### src/rtl/crossbar_bus_pkg.sv
// crossbar_bus_pkg
//   Shared constants for the crossbar switch: default geometry and the
//   route-table entry encoding.
//   A route entry is {valid, sel[AW-1:0]}; valid sits at bit AW, sel below it.
//   The unsubscribe encoding is the all-zero entry {0, 0}.
package crossbar_bus_pkg;

  localparam int CB_AW = 3;  // signed width of 'from', unsigned width of 'to'
  localparam int CB_N  = 4;  // input lanes
  localparam int CB_M  = 4;  // output lanes
  localparam int CB_W  = 8;  // lane width

  // Valid bit carried by an unsubscribed entry (sel is forced to zero too).
  localparam logic CB_UNSUB_VALID = 1'b0;

endpackage

### src/rtl/crossbar_bus_if.sv
// crossbar_bus_if
//   Groups the crossbar data lanes, route-table write port and peek port.
//   master: the side that drives lanes and table writes (source / controller)
//   slave : the crossbar itself
//   Signals:
//     in[N*W]     input lanes, lane i = in[i*W +: W]
//     out[M*W]    registered output lanes
//     from        signed source index for put
//     to          destination output index for put
//     put/commit  table write / shadow->active copy, accepted every cycle
//     peek_to     output index to read back
//     peek_sel    registered active source of peek_to
//     peek_valid  registered subscription flag of peek_to
//     pending     uncommitted shadow writes exist
//   Handshake: there is none. put and commit are single-cycle strobes that are
//   always accepted on the edge where they are sampled high; no ready exists.
interface crossbar_bus_if
  import crossbar_bus_pkg::*;
#(
  parameter int AW = CB_AW,
  parameter int N  = CB_N,
  parameter int M  = CB_M,
  parameter int W  = CB_W
);

  logic [N*W-1:0]        in;
  logic [M*W-1:0]        out;
  logic signed [AW-1:0]  from;
  logic [AW-1:0]         to;
  logic                  put;
  logic                  commit;
  logic [AW-1:0]         peek_to;
  logic [AW-1:0]         peek_sel;
  logic                  peek_valid;
  logic                  pending;

  modport master (
    output in, from, to, put, commit, peek_to,
    input  out, peek_sel, peek_valid, pending
  );

  modport slave (
    input  in, from, to, put, commit, peek_to,
    output out, peek_sel, peek_valid, pending
  );

endinterface

### src/rtl/crossbar_bus_route_table.sv
// crossbar_route_table
//   Double-buffered routing table for the crossbar.
//   Writes (put) land in the shadow table; commit copies shadow to active,
//   including a put in the same cycle. With IMMEDIATE=1 a put also writes the
//   active table directly and pending never rises.
//   Ports:
//     clock, reset        rising-edge clock, synchronous active-high reset
//     from, to, put       table write; to >= M is dropped entirely
//     commit              shadow -> active copy
//     peek_to             read-back index; peek_sel/peek_valid registered,
//                         reading the active table as it was before the edge
//     act_valid, act_sel  active table, flattened, for the data path
//     pending             accepted puts not yet committed
module crossbar_route_table
  import crossbar_bus_pkg::*;
#(
  parameter int AW        = CB_AW,
  parameter int N         = CB_N,
  parameter int M         = CB_M,
  parameter int IMMEDIATE = 0
) (
  input  logic                 clock,
  input  logic                 reset,
  input  logic signed [AW-1:0] from,
  input  logic [AW-1:0]        to,
  input  logic                 put,
  input  logic                 commit,
  input  logic [AW-1:0]        peek_to,
  output logic [M-1:0]         act_valid,
  output logic [M*AW-1:0]      act_sel,
  output logic [AW-1:0]        peek_sel,
  output logic                 peek_valid,
  output logic                 pending
);

  typedef struct packed {
    logic          valid;
    logic [AW-1:0] sel;
  } entry_t;

  entry_t shadow_q [M];
  entry_t active_q [M];
  entry_t shadow_d [M];
  entry_t active_d [M];
  entry_t wr_entry;
  entry_t peek_entry;
  logic   accept;
  logic   from_ok;

  // Compare in AW+1 bits so M = 2^AW and N = 2^(AW-1) fit without wrapping.
  always_comb begin
    accept  = put && ({1'b0, to} < (AW+1)'(M));
    // Negative sources (MSB set) and sources >= N unsubscribe the output.
    from_ok = !from[AW-1] && ({1'b0, from} < (AW+1)'(N));
    if (from_ok) begin
      wr_entry = '{valid: 1'b1, sel: from};
    end else begin
      wr_entry = '{valid: CB_UNSUB_VALID, sel: '0};
    end
  end

  // Next-state tables. The commit copy uses shadow_d, so a put in the same
  // cycle is forwarded into the committed table.
  always_comb begin
    for (int j = 0; j < M; j++) begin
      shadow_d[j] = shadow_q[j];
      active_d[j] = active_q[j];
      if (accept && to == AW'(j)) begin
        shadow_d[j] = wr_entry;
        if (IMMEDIATE != 0) begin
          active_d[j] = wr_entry;
        end
      end
    end
    if (commit) begin
      for (int j = 0; j < M; j++) begin
        active_d[j] = shadow_d[j];
      end
    end
  end

  // Out-of-range peek_to matches no entry and reads back as {0, 0}.
  always_comb begin
    peek_entry = '0;
    for (int j = 0; j < M; j++) begin
      if (peek_to == AW'(j)) begin
        peek_entry = active_q[j];
      end
    end
  end

  always_ff @(posedge clock) begin
    if (reset) begin
      for (int j = 0; j < M; j++) begin
        shadow_q[j] <= '0;
        active_q[j] <= '0;
      end
      peek_sel   <= '0;
      peek_valid <= 1'b0;
      pending    <= 1'b0;
    end else begin
      for (int j = 0; j < M; j++) begin
        shadow_q[j] <= shadow_d[j];
        active_q[j] <= active_d[j];
      end
      peek_sel   <= peek_entry.sel;
      peek_valid <= peek_entry.valid;
      if (IMMEDIATE != 0 || commit) begin
        pending <= 1'b0;
      end else if (accept) begin
        pending <= 1'b1;
      end
    end
  end

  for (genvar j = 0; j < M; j++) begin : g_flat
    assign act_valid[j]            = active_q[j].valid;
    assign act_sel[j*AW +: AW]     = active_q[j].sel;
  end

endmodule

### src/rtl/crossbar_bus.sv
// crossbar_bus
//   Registered N-input, M-output crossbar of W-bit lanes. Each output lane
//   registers the input lane selected by its active route entry, or IDLE when
//   the output is unsubscribed. Route changes take effect atomically on commit
//   (or immediately with IMMEDIATE=1), so outputs never see a partial table.
//   Ports:
//     clock  rising-edge clock
//     reset  synchronous active-high reset; outputs go to IDLE, tables clear
//     bus    crossbar_bus_if slave modport (lanes, put/commit, peek, pending)
module crossbar_bus
  import crossbar_bus_pkg::*;
#(
  parameter int           AW        = CB_AW,
  parameter int           N         = CB_N,
  parameter int           M         = CB_M,
  parameter int           W         = CB_W,
  parameter logic [W-1:0] IDLE      = '0,
  parameter int           IMMEDIATE = 0
) (
  input  logic          clock,
  input  logic          reset,
  crossbar_bus_if.slave bus
);

  logic [M-1:0]    act_valid;
  logic [M*AW-1:0] act_sel;
  logic [M*W-1:0]  out_d;
  logic [M*W-1:0]  out_q;

  crossbar_route_table #(
    .AW        (AW),
    .N         (N),
    .M         (M),
    .IMMEDIATE (IMMEDIATE)
  ) u_table (
    .clock      (clock),
    .reset      (reset),
    .from       (bus.from),
    .to         (bus.to),
    .put        (bus.put),
    .commit     (bus.commit),
    .peek_to    (bus.peek_to),
    .act_valid  (act_valid),
    .act_sel    (act_sel),
    .peek_sel   (bus.peek_sel),
    .peek_valid (bus.peek_valid),
    .pending    (bus.pending)
  );

  // The table only ever stores sel < N with valid=1, so the compare loop
  // always finds exactly one lane for a subscribed output.
  always_comb begin
    out_d = '0;
    for (int j = 0; j < M; j++) begin
      out_d[j*W +: W] = IDLE;
      if (act_valid[j]) begin
        for (int i = 0; i < N; i++) begin
          if (act_sel[j*AW +: AW] == AW'(i)) begin
            out_d[j*W +: W] = bus.in[i*W +: W];
          end
        end
      end
    end
  end

  always_ff @(posedge clock) begin
    if (reset) begin
      for (int j = 0; j < M; j++) begin
        out_q[j*W +: W] <= IDLE;
      end
    end else begin
      out_q <= out_d;
    end
  end

  assign bus.out = out_q;

endmodule
### src/flat_wrapper.sv
// flat-port wrapper written by rule: the top's interface ports become plain ports
module crossbar_bus_flat import crossbar_bus_pkg::*;
#(
  parameter int           AW        = CB_AW,
  parameter int           N         = CB_N,
  parameter int           M         = CB_M,
  parameter int           W         = CB_W,
  parameter logic [W-1:0] IDLE      = '0,
  parameter int           IMMEDIATE = 0
)
  (clock, reset, bus_in, bus_from, bus_to, bus_put, bus_commit, bus_peek_to, bus_out, bus_peek_sel, bus_peek_valid, bus_pending);
  crossbar_bus_if #(.AW(AW), .N(N), .M(M), .W(W)) bus_i ();
  input  logic clock;
  input  logic reset;
  input wire logic [$bits(bus_i.in)-1:0] bus_in;
  input wire logic [$bits(bus_i.from)-1:0] bus_from;
  input wire logic [$bits(bus_i.to)-1:0] bus_to;
  input wire logic [$bits(bus_i.put)-1:0] bus_put;
  input wire logic [$bits(bus_i.commit)-1:0] bus_commit;
  input wire logic [$bits(bus_i.peek_to)-1:0] bus_peek_to;
  output wire logic [$bits(bus_i.out)-1:0] bus_out;
  output wire logic [$bits(bus_i.peek_sel)-1:0] bus_peek_sel;
  output wire logic [$bits(bus_i.peek_valid)-1:0] bus_peek_valid;
  output wire logic [$bits(bus_i.pending)-1:0] bus_pending;
  assign bus_i.in = bus_in;
  assign bus_i.from = bus_from;
  assign bus_i.to = bus_to;
  assign bus_i.put = bus_put;
  assign bus_i.commit = bus_commit;
  assign bus_i.peek_to = bus_peek_to;
  assign bus_out = bus_i.out;
  assign bus_peek_sel = bus_i.peek_sel;
  assign bus_peek_valid = bus_i.peek_valid;
  assign bus_pending = bus_i.pending;
  crossbar_bus #(.AW(AW), .N(N), .M(M), .W(W), .IDLE(IDLE), .IMMEDIATE(IMMEDIATE)) u_core (.clock(clock), .reset(reset), .bus(bus_i));
endmodule
### config.mk
export PLATFORM = sky130hd
export DESIGN_NAME = crossbar_bus_flat
export DESIGN_NICKNAME = d
export VERILOG_FILES = /design/src/rtl/crossbar_bus_pkg.sv /design/src/rtl/crossbar_bus_if.sv /design/src/rtl/crossbar_bus_route_table.sv /design/src/rtl/crossbar_bus.sv /design/src/flat_wrapper.sv
export SDC_FILE = /design/constraint.sdc
export NUM_CORES = 1
export LEC_CHECK = 0
export CAP_MARGIN = 40
export CORE_ASPECT_RATIO = 1.75
export CORE_MARGIN = 3
export CORE_UTILIZATION = 45
export CTS_BUF_LIST = sky130_fd_sc_hd__clkbuf_16
export DETAILED_ROUTE_END_ITERATION = 7
export PLACE_DENSITY = 0.88
export SLEW_MARGIN = 20
export SYNTH_ARGS = -nofsm -noshare
export SYNTH_HDL_FRONTEND = slang
export SYNTH_SLANG_ARGS = --single-unit
export TNS_END_PERCENT = 20
### constraint.sdc
create_clock -name clock -period 1.3 [get_ports clock]
set_input_delay 0.26 -clock clock [delete_from_list [all_inputs] [get_ports clock]]
set_output_delay 0.26 -clock clock [all_outputs]
set_load 0.01 [all_outputs]
* After elaboration in Yosys (flattened, before gate mapping)
Memories as Yosys holds them, arrays and structs flattened.
Cells that the tools add are included.
** Storage, ports and cells
- Flip-flop bits (word level) :: 37
- Bits in writable memories :: 32
- Input port bits :: 45
- Output and inout bits :: 37
- Logic and storage cells :: 96
- Memories :: 2
** Memory list
- u_core.u_table.active_q :: words 4, bits a word 4, rd ports 4, clocked after memory_dff 0, wr ports 4, RTL line crossbar_bus_route_table.sv:42 : entry_t active_q [M];
- u_core.u_table.shadow_q :: words 4, bits a word 4, rd ports 4, clocked after memory_dff 0, wr ports 4, RTL line crossbar_bus_route_table.sv:41 : entry_t shadow_q [M];
** Cells by class
- $lt $le $gt $ge :: 2
- Equality and inequality tests :: 18
- Multiplexer cells :: 37
- Bitwise operators :: 12
- Reduce and logical (&&, ||, !) cells :: 18
** Operator list (number)
- 2-to-1 mux 8 bit :: 16
- 2-to-1 mux 4 bit :: 17
- equality test 3 x 2 -> 1 bit (second input constant) :: 12
- equality test 3 x 1 -> 1 bit (second input constant) :: 6
- logical NOT 3 bit :: 6
- 2-to-1 mux 16 bit :: 1
- OR reduction 2 bit :: 5
- bitwise OR 1 bit :: 8
- logical AND 1 bit :: 6
- less-than comparator 3 bit (second input constant) :: 2
- NOT 1 bit :: 4
- 2-to-1 mux 1 bit :: 3
- logical NOT 1 bit :: 1

* Depth between registers and ports, before layout
Gate-level depths: netlist of the first run.
- Word-level depth :: 6
- Gate-level depth with buffers :: 4
- Gate-level depth less buffers :: 3

* Cells and area by module
Synthesis of the first run repeated with hierarchy kept, for this count alone.
** Second synthesis, totals
- Cells, all modules :: 319
- Area total of the unflattened synthesis :: 3140.5 µm²
** By module, submodules not included
- crossbar_bus :: times used 1, cells an instance 191, area an instance 1757.9 µm², sequential area each 640.6 µm²
- crossbar_route_table :: times used 1, cells an instance 128, area an instance 1382.6 µm², sequential area each 740.7 µm²

* Worst setup path before layout of the first run
Ideal clock, no wire load.
- Path type :: register to register
- Start :: mem u_core.u_table.active_q[0][1] in the netlist's numbering
- End :: reg u_core.out_q[6] (netlist: u_core.bus.out[6])
- Setup time :: 0.123 ns
- Arrival time :: 1.028 ns
- Data required time :: 1.177 ns
- Setup slack :: 0.149 ns
- Cell stages (with the launch flop) :: 5
- Path buffers :: 1
- Period minus slack after synthesis :: 1.151 ns
- Path through :: dfxtp_1 buf_2 mux2_2 o22ai_1 nor3_1
** RTL lines
- start, declared :: RTL line crossbar_bus_route_table.sv:42
- end signal, assigned :: RTL line crossbar_bus.sv:72 : out_q <= out_d;
- end, declared :: RTL line crossbar_bus.sv:28 : logic [M*W-1:0] out_q;

==> impl_results.md, run 1 <==
- Mapped Area: 0.00299 mm2
- Height of the chip: 114 um
- Crit path required time: 1.52 ns
- H-tree Lvls: 3
- Cell count after synthesis: 313
- Crit path DAT: 1.52 ns
- Gpl congestion: 0.907
- Syn_area_per_cell: 9.55 um2
- Clock root cell: clkbuf_16
- Worst vdd ir: 0.00103 V
- RSZ-0062 raised after global routing: yes
- CP Cell Sequence: mux2_2 -> o22ai_1 -> nor3_1
- Share of layout cells above drive strength 1: 22.7%
- Max_slew headroom: 73.5%
- Antenna diodes: 0
- Site Rows: 38
- Fin nets: 467
- Gr ovfl total: 0
- Final Hold Viols: 0
- Total Wirelength: 9330 um
- First-pass GRT wire length: 14,800 um
- Sink Count: 69
- Seq cells post-synth: 69
- Post-DP Area: 0.00413 mm2
- Routed WL per cell: 18.4 um
- Clock Latency Late Sink: 0.34 ns
- Worst slew pin tran: 0.396 ns
- CP startpoint kind: flip-flop
- Final non-filler cell area: 0.00436 mm2
- PwrDens: 1160 mW/mm2
- Hpwl dp: 6730 um
- TritonRoute pass-1 iters: 5
- Sequential Area: 0.00139 mm2
- Commonest non-fill, non-tap cell in the layout: dfxtp_1
- DIE WIDTH: 67.6 um
- Outcome: finished, violations left
- Final Power: 5080 uW
- Setup repair bufs after CTS: 0
- Multi-input logic area: 0.00154 mm2
- Starting density of the core: 47.2%
- Syn Nets: 358
- Cell leakage power: 0.00184 uW
- Crit path max fanout: 12
- Clock group share of total power: 42.3%
- Yosys warning total: 0
- Failing checks: setup timing
- P_int: 3820 uW
- DRT iter0 DRCs: 276
- Initial antenna violation count: 0
- Ports: 82
- # fillers: 491
- Vias: 2,981
- Vias per Instance: 5.88
- Synth cell types: 23
- Max capacitance violation total: 0
- Net switching power: 1260 uW
- Crit end category: flip-flop
- Clk buf depth: 2
- Core area: 0.00632 mm2
- Sequential-to-total area share from yosys stat: 46.2%
- Commonest cells after routing, fill and taps aside: 65 x dfxtp_1, 63 x nor2_1, 42 x dlygate4sd2_1
- CTS tree: built
- Hold crit path type: flip-flop to flip-flop
- GRT Total Usage: 26.3%
- Die ar.: 0.00769 mm2
- Sequential share of power: 43.7%
- Residual DRC: 0
- Final critical-path share of the clock period: 100%
- Number of antenna-violating nets in the routed design: 0
- Hold Slack: 0.429 ns
- Area growth, synth to finish: 46.1%
- Post-place setup slack: -0.442 ns
- Final core occ: 69.0%
- Clock Skew: 0.00362 ns
- Largest net degree at the start of global routing: 35
- CTS clock-pin slew for the worst setup and hold paths: 0.05 ns
- Vias in the first global route: 3,111
- Final worst slack: -0.00519 ns
- Critical path class: flip-flop to flip-flop
- Fin crit period: 1.31 ns
- Crit-path slowest cell: dfxtp_2
- Critical Path Max Stage Delay: 0.54 ns
- Sw Ratio: 24.8%
- CTS Buf Count: 9
- Comb pwr share: 14.0%
- Max Freq: 0.766 GHz
- Max Slew Vio Count: 0
- # port buffers: 81
- # setup viols final: 2
[per-stage QoR]
stage,setup TNS [ns],instances
after global placement,-16.64,491
after detailed placement,-18.52,491
after global routing,-0.0344,507
final,-0.0102,507
after floorplan,0,313
after CTS,0,507
[power by group through the flow]
stage	Combinational [uW]	Sequential, uW	Clock [uW]
after floorplan	325	2250	0
after global placement	696	2260	0
after detailed placement	716	2260	0
after CTS	699	2220	2160
after global routing	762	2230	2220
final	712	2220	2150
[final timing paths]
check | startpoint | endpoint | slack, ns | cells past startpoint
hold / removal | u_core.u_table.shadow_q[3][2]$_SDFF_PP0_ | u_core.u_table.shadow_q[3][2]$_SDFF_PP0_ | 0.43 | 2
hold reg to reg | u_core.u_table.shadow_q[3][2]$_SDFF_PP0_ | u_core.u_table.shadow_q[3][2]$_SDFF_PP0_ | 0.43 | 2
setup reg to reg | u_core.u_table.active_q[0][1]$_SDFFE_PP0P_ | u_core.bus.out[2]$_SDFF_PP0_ | -0.005 | 3
setup / recovery | u_core.u_table.active_q[0][1]$_SDFFE_PP0P_ | u_core.bus.out[2]$_SDFF_PP0_ | -0.005 | 3
[cell type report]
cell class | instances | area share [%]
multi-input cells | 224 | 35.3
flip-flops and latches | 69 | 31.8
repair buffers | 116 | 24.4
clock buffers | 9 | 5.16
well taps | 80 | 2.29
clock inverters | 7 | 0.803
inverters | 2 | 0.172
[kinds of logic after synthesis]
family                 Yosys count  share of synthesized area, %
buffers and inverters           20                          2.68
and+or+nand+nor                128                          21.1
muxes                           48                          19.5
AOI/OAI and AO/OA               48                          10.5
DFF                             69                          46.2
[what timing repair did]
item / in CTS / in global routing
endpoints found under the hold margin: 0 / 0
resized for setup: 46 / 8
hold buffers: 0 / 0
setup endpoints to repair: 71 / 19
[Yosys cell counts]
cell type,count,share of area [%]
dfxtp_1,69,46
nor2_1,63,7.9
o22ai_1,34,7.1
nor3_1,32,5.4
mux2_2,31,12
a211oi_1,12,3.0
clkbuf_1,12,1.5
mux2i_1,12,4.0
nand2b_1,12,2.5
mux4_2,5,3.8
nand2_1,5,0.63
buf_2,4,0.67
nand3b_1,4,1.0
nor3b_1,4,1.0
a21oi_1,2,0.34
and4bb_2,2,0.84
buf_1,2,0.25
inv_1,2,0.25
nor2b_1,2,0.42
and3_1,1,0.21
nand3_1,1,0.17
nand4b_1,1,0.29
nor4b_4,1,0.80
[registers in the layout, indices dropped and copies added, names as in the netlist]
name                       flops
u_core.u_table.active_q       16
u_core.u_table.peek_sel        3
u_core.u_table.pending         1
u_core.u_table.shadow_q       16
u_core.bus.out                32
u_core.u_table.peek_valid      1
[critical path: cells and delay by family, from the launching register on]
family             cells  cell delay, ns
AOI/OAI and AO/OA      1            0.20
muxes                  1            0.38
DFF                    1            0.54
and+or+nand+nor        1            0.07
[metal layers]
metal | track usage (%) | vias to the layer above | part of all wire, %
met4 | 19.8 | 0 | 5.8
met1 | 25.5 | 1385 | 33
met5 | 0 | - | 0
met3 | 5.91 | 62 | 7.6
li1 | - | 1357 | -
met2 | 46.1 | 177 | 53
Note: power is estimated with default switching activity, not from simulation.
==> inputs of run 2 (changes only) <==
Settings changed: ABC_AREA from default to 1, PLACE_DENSITY 0.88 to 0.86.
==> run 2 against run 1 <==
  * The flow now finishes without violations
  * Non-clock buffer count up 26
  * Clock-buffer cell count unchanged
  * Final cell count up 39%
  * Critical path type unchanged
  * Critical endpoint is now u_core.bus.out[10]$_SDFF_PP0_
==> impl_results.md, run 2 <==
- Outcome: completed (was finished, violations left)
- Top FF cell, synth: dfxtp_1 (unchanged)
- GRT Total Usage: 28.9% (was 26.3%)
- Max Slew Vio Count: 0 (unchanged)
- Ports: 82 (unchanged)
- Crit path required time: 1.52 ns (about the same)
- Hold Slack: 0.440 ns (was 0.429 ns)
- Routed WL per cell: 17.6 um (was 18.4 um)
- CTS clock-pin slew for the worst setup and hold paths: 0.05 ns (about the same)
- Max capacitance violation total: 0 (unchanged)
- R2R Path End: u_core.bus.out[10]$_SDFF_PP0_ (was u_core.bus.out[2]$_SDFF_PP0_)
- Top cells by area, synth: dfxtp_1 42%, a21oi_1 11%, inv_1 9.1% (was dfxtp_1 46%, mux2_2 12%, nor2_1 7.9%)
- Sequential Area: 0.00139 mm2 (about the same)
- Reg2Reg Setup Slack: 0.03 ns (was -0.005 ns)
- Clock root cell: clkbuf_16 (unchanged)
- Sequential-to-total area share from yosys stat: 41.8% (was 46.2%)
- Post-DP Area: 0.00471 mm2 (was 0.00413 mm2)
- Vias: 4,067 (was 2,981)
- CTS Buf Count: 9 (unchanged)
- Gr ovfl total: 0 (unchanged)
- CTS tree: built (unchanged)
- Max reg flops: 32 (unchanged)
- Crit-path slowest cell: dfxtp_2 (unchanged)
- Final core occ: 73.4% (was 69.0%)
- TritonRoute pass-1 iters: 8 (was 5)
- Worst vdd ir: 0.000906 V (was 0.00103 V)
- RSZ-0062 raised after global routing: yes (unchanged)
- Min-Delay Endpoint: u_core.u_table.shadow_q[1][3]$_SDFF_PP0_ (was u_core.u_table.shadow_q[3][2]$_SDFF_PP0_)
- Clk buf depth: 2 (unchanged)
- Total Wirelength: 12,400 um (was 9330 um)
- Hold crit path type: input pin to flip-flop (was flip-flop to flip-flop)
- Syn_area_per_cell: 7.02 um2 (was 9.55 um2)
- Worst slew pin tran: 0.307 ns (was 0.396 ns)
- Antenna diodes: 0 (unchanged)
- Worst r2r path cells: 6 (was 3)
- Commonest cells post-synth: 80 x inv_1, 79 x nand2_1, 74 x a21oi_1 (was 69 x dfxtp_1, 63 x nor2_1, 34 x o22ai_1)
- CP startpoint kind: flip-flop (unchanged)
- Clock Skew: 0.00635 ns (was 0.00362 ns)
- Critical path class: flip-flop to flip-flop (unchanged)
- Max Freq: 0.785 GHz (was 0.766 GHz)
- Crit end category: flip-flop (unchanged)
- Area fraction of the dominant cell type after synthesis: 41.8% (was 46.2%)
- Initial antenna violation count: 0 (unchanged)
- Total Negative Setup Slacks: 0 ns (was -0.0102 ns)
- EDFF count, synth: 0 (unchanged)
- Number of antenna-violating nets in the routed design: 0 (unchanged)
- Worst r2r src: u_core.u_table.active_q[1][1]$_SDFFE_PP0P_ (was u_core.u_table.active_q[0][1]$_SDFFE_PP0P_)
- Gpl congestion: 0.968 (was 0.907)
- Cts hold-fix bufs: 0 (unchanged)
- Final non-filler cell area: 0.00514 mm2 (was 0.00436 mm2)
- Vias per Instance: 5.76 (was 5.88)
- Starting density of the core: 47.2% (about the same)
- Height of the chip: 119 um (was 114 um)
- Sink Count: 69 (unchanged)
- Share of layout cells above drive strength 1: 20.4% (was 22.7%)
- Crit path DAT: 1.50 ns (was 1.52 ns)
- Yosys warning total: 0 (unchanged)
- Synth async-reset ratio: 0% (unchanged)
- Commonest non-fill, non-tap cell in the layout: nand2_1 (was dfxtp_1)
- Largest net degree at the start of global routing: 16 (was 35)
- Core area: 0.00701 mm2 (was 0.00632 mm2)
- Max_slew headroom: 79.5% (was 73.5%)
- # fillers: 516 (was 491)
- Seq cells post-synth: 69 (unchanged)
- DRT iter0 DRCs: 653 (was 276)
- Placed Instances: 685 (was 491)
- Final critical-path share of the clock period: 98.0% (was 100%)
- Synth cell types: 21 (was 23)
- Cell leakage power: 0.00235 uW (was 0.00184 uW)
- H-tree Lvls: 3 (unchanged)
- Clock Latency Late Sink: 0.34 ns (about the same)
- PwrDens: 1100 mW/mm2 (was 1160 mW/mm2)
- # port buffers: 81 (unchanged)
- Area growth, synth to finish: 55.5% (was 46.1%)
- Worst Hold Depth: 5 (was 2)
- Commonest cells after routing, fill and taps aside: 79 x nand2_1, 76 x inv_1, 67 x a21oi_1 (was 65 x dfxtp_1, 63 x nor2_1, 42 x dlygate4sd2_1)
- Hpwl dp: 8780 um (was 6730 um)
- Final Hold Viols: 0 (unchanged)
- Vias in the first global route: 4,096 (was 3,111)
- Fin crit period: 1.27 ns (was 1.31 ns)
- Fin nets: 663 (was 467)
- Residual DRC: 0 (unchanged)
- CP Cell Sequence: inv_2 -> buf_6 -> nor3_4 -> inv_4 -> o21ai_4 -> a21oi_2 (was mux2_2 -> o22ai_1 -> nor3_1)
- Hold Crit Start: bus_to[2] (was u_core.u_table.shadow_q[3][2]$_SDFF_PP0_)
- Critical Path Max Stage Delay: 0.35 ns (was 0.54 ns)
- Crit path max fanout: 8 (was 12)
- Synth area leader: dfxtp_1 (unchanged)
- Die ar.: 0.00845 mm2 (was 0.00769 mm2)
- Cell count after synthesis: 471 (was 313)
- Syn Nets: 516 (was 358)
- Multi-input logic area: 0.00165 mm2 (was 0.00154 mm2)
- First-pass GRT wire length: 19,000 um (was 14,800 um)
- DIE WIDTH: 70.8 um (was 67.6 um)
- Non-filler cells, final: 706 (was 507)
- # setup viols final: 0 (was 2)
- Top-count cell post-synth: inv_1 (was dfxtp_1)
- Site Rows: 40 (was 38)
- Mapped Area: 0.00331 mm2 (was 0.00299 mm2)
## run 2: worst max-delay path by stage
stage	from	endpoint	cells past startpoint
finish	u_core.u_table.active_q[1][1]$_SDFFE_PP0P_	u_core.bus.out[10]$_SDFF_PP0_	6
detailed placement	bus_to[2]	u_core.u_table.active_q[3][3]$_SDFFE_PP0P_	8
floorplan	u_core.u_table.active_q[2][0]$_SDFFE_PP0P_	u_core.bus.out[22]$_SDFF_PP0_	5
global route	bus_peek_to[2]	u_core.u_table.peek_sel[1]$_SDFF_PP0_	8
CTS	u_core.u_table.active_q[1][1]$_SDFFE_PP0P_	u_core.bus.out[12]$_SDFF_PP0_	6
global placement	bus_put	u_core.u_table.active_q[2][3]$_SDFFE_PP0P_	7
## run 2: kinds of logic after synthesis
kind of cell | Yosys count | synth area share (%)
buffers and inverters | 95 | 11.1
AND/OR/NAND/NOR | 163 | 24.9
flip-flops | 69 | 41.8
AO/OA/AOI/OAI | 144 | 22.2
## run 2: per-stage QoR
step	setup slack [ns]	total power, uW
floorplan	0.120	2610
global placement	-0.272	3060
detailed placement	-0.387	3100
CTS	-0.000757	5590
global route	-0.0919	5840
finish	0.0265	5650
## run 2: worst max-delay path, delay by kind of cell (launching register included)
family	cells	cell delay, ns
flops	1	0.35
simple gates	1	0.28
buf+inv	3	0.31
compound gates	2	0.23
## run 2: timing repair
action | CTS | global route
cloned | 0 | 0
buffers inserted | 0 | 6
setup endpoints to repair | 44 | 53
gates resized for setup | 41 | 43
pin swaps | 0 | 9
## run 2: final cells by class
type                            count  area share (%)
Sequential cell                    69            27.1
Timing Repair Buffer              142            26.2
Clock buffer                        9            4.38
Inverter                           89            6.72
Multi-Input combinational cell    307            32.0
Clock inverter                      6            1.56
Tap cell                           84            2.04
## run 2: routing by layer
metal	global-route usage [%]	wire [um]
met3	6.59	1070
met2	52.2	6430
met1	27.8	4020
met5	0	0
met4	20.5	930
## run 2: power breakdown
part / switching, uW / internal, uW / leakage [uW]
logic: 487 / 400 / 0.00163
registers: 43.2 / 2190 / 0.000564
clock network: 887 / 1650 / 0.000150
total: 1420 / 4240 / 0.00235
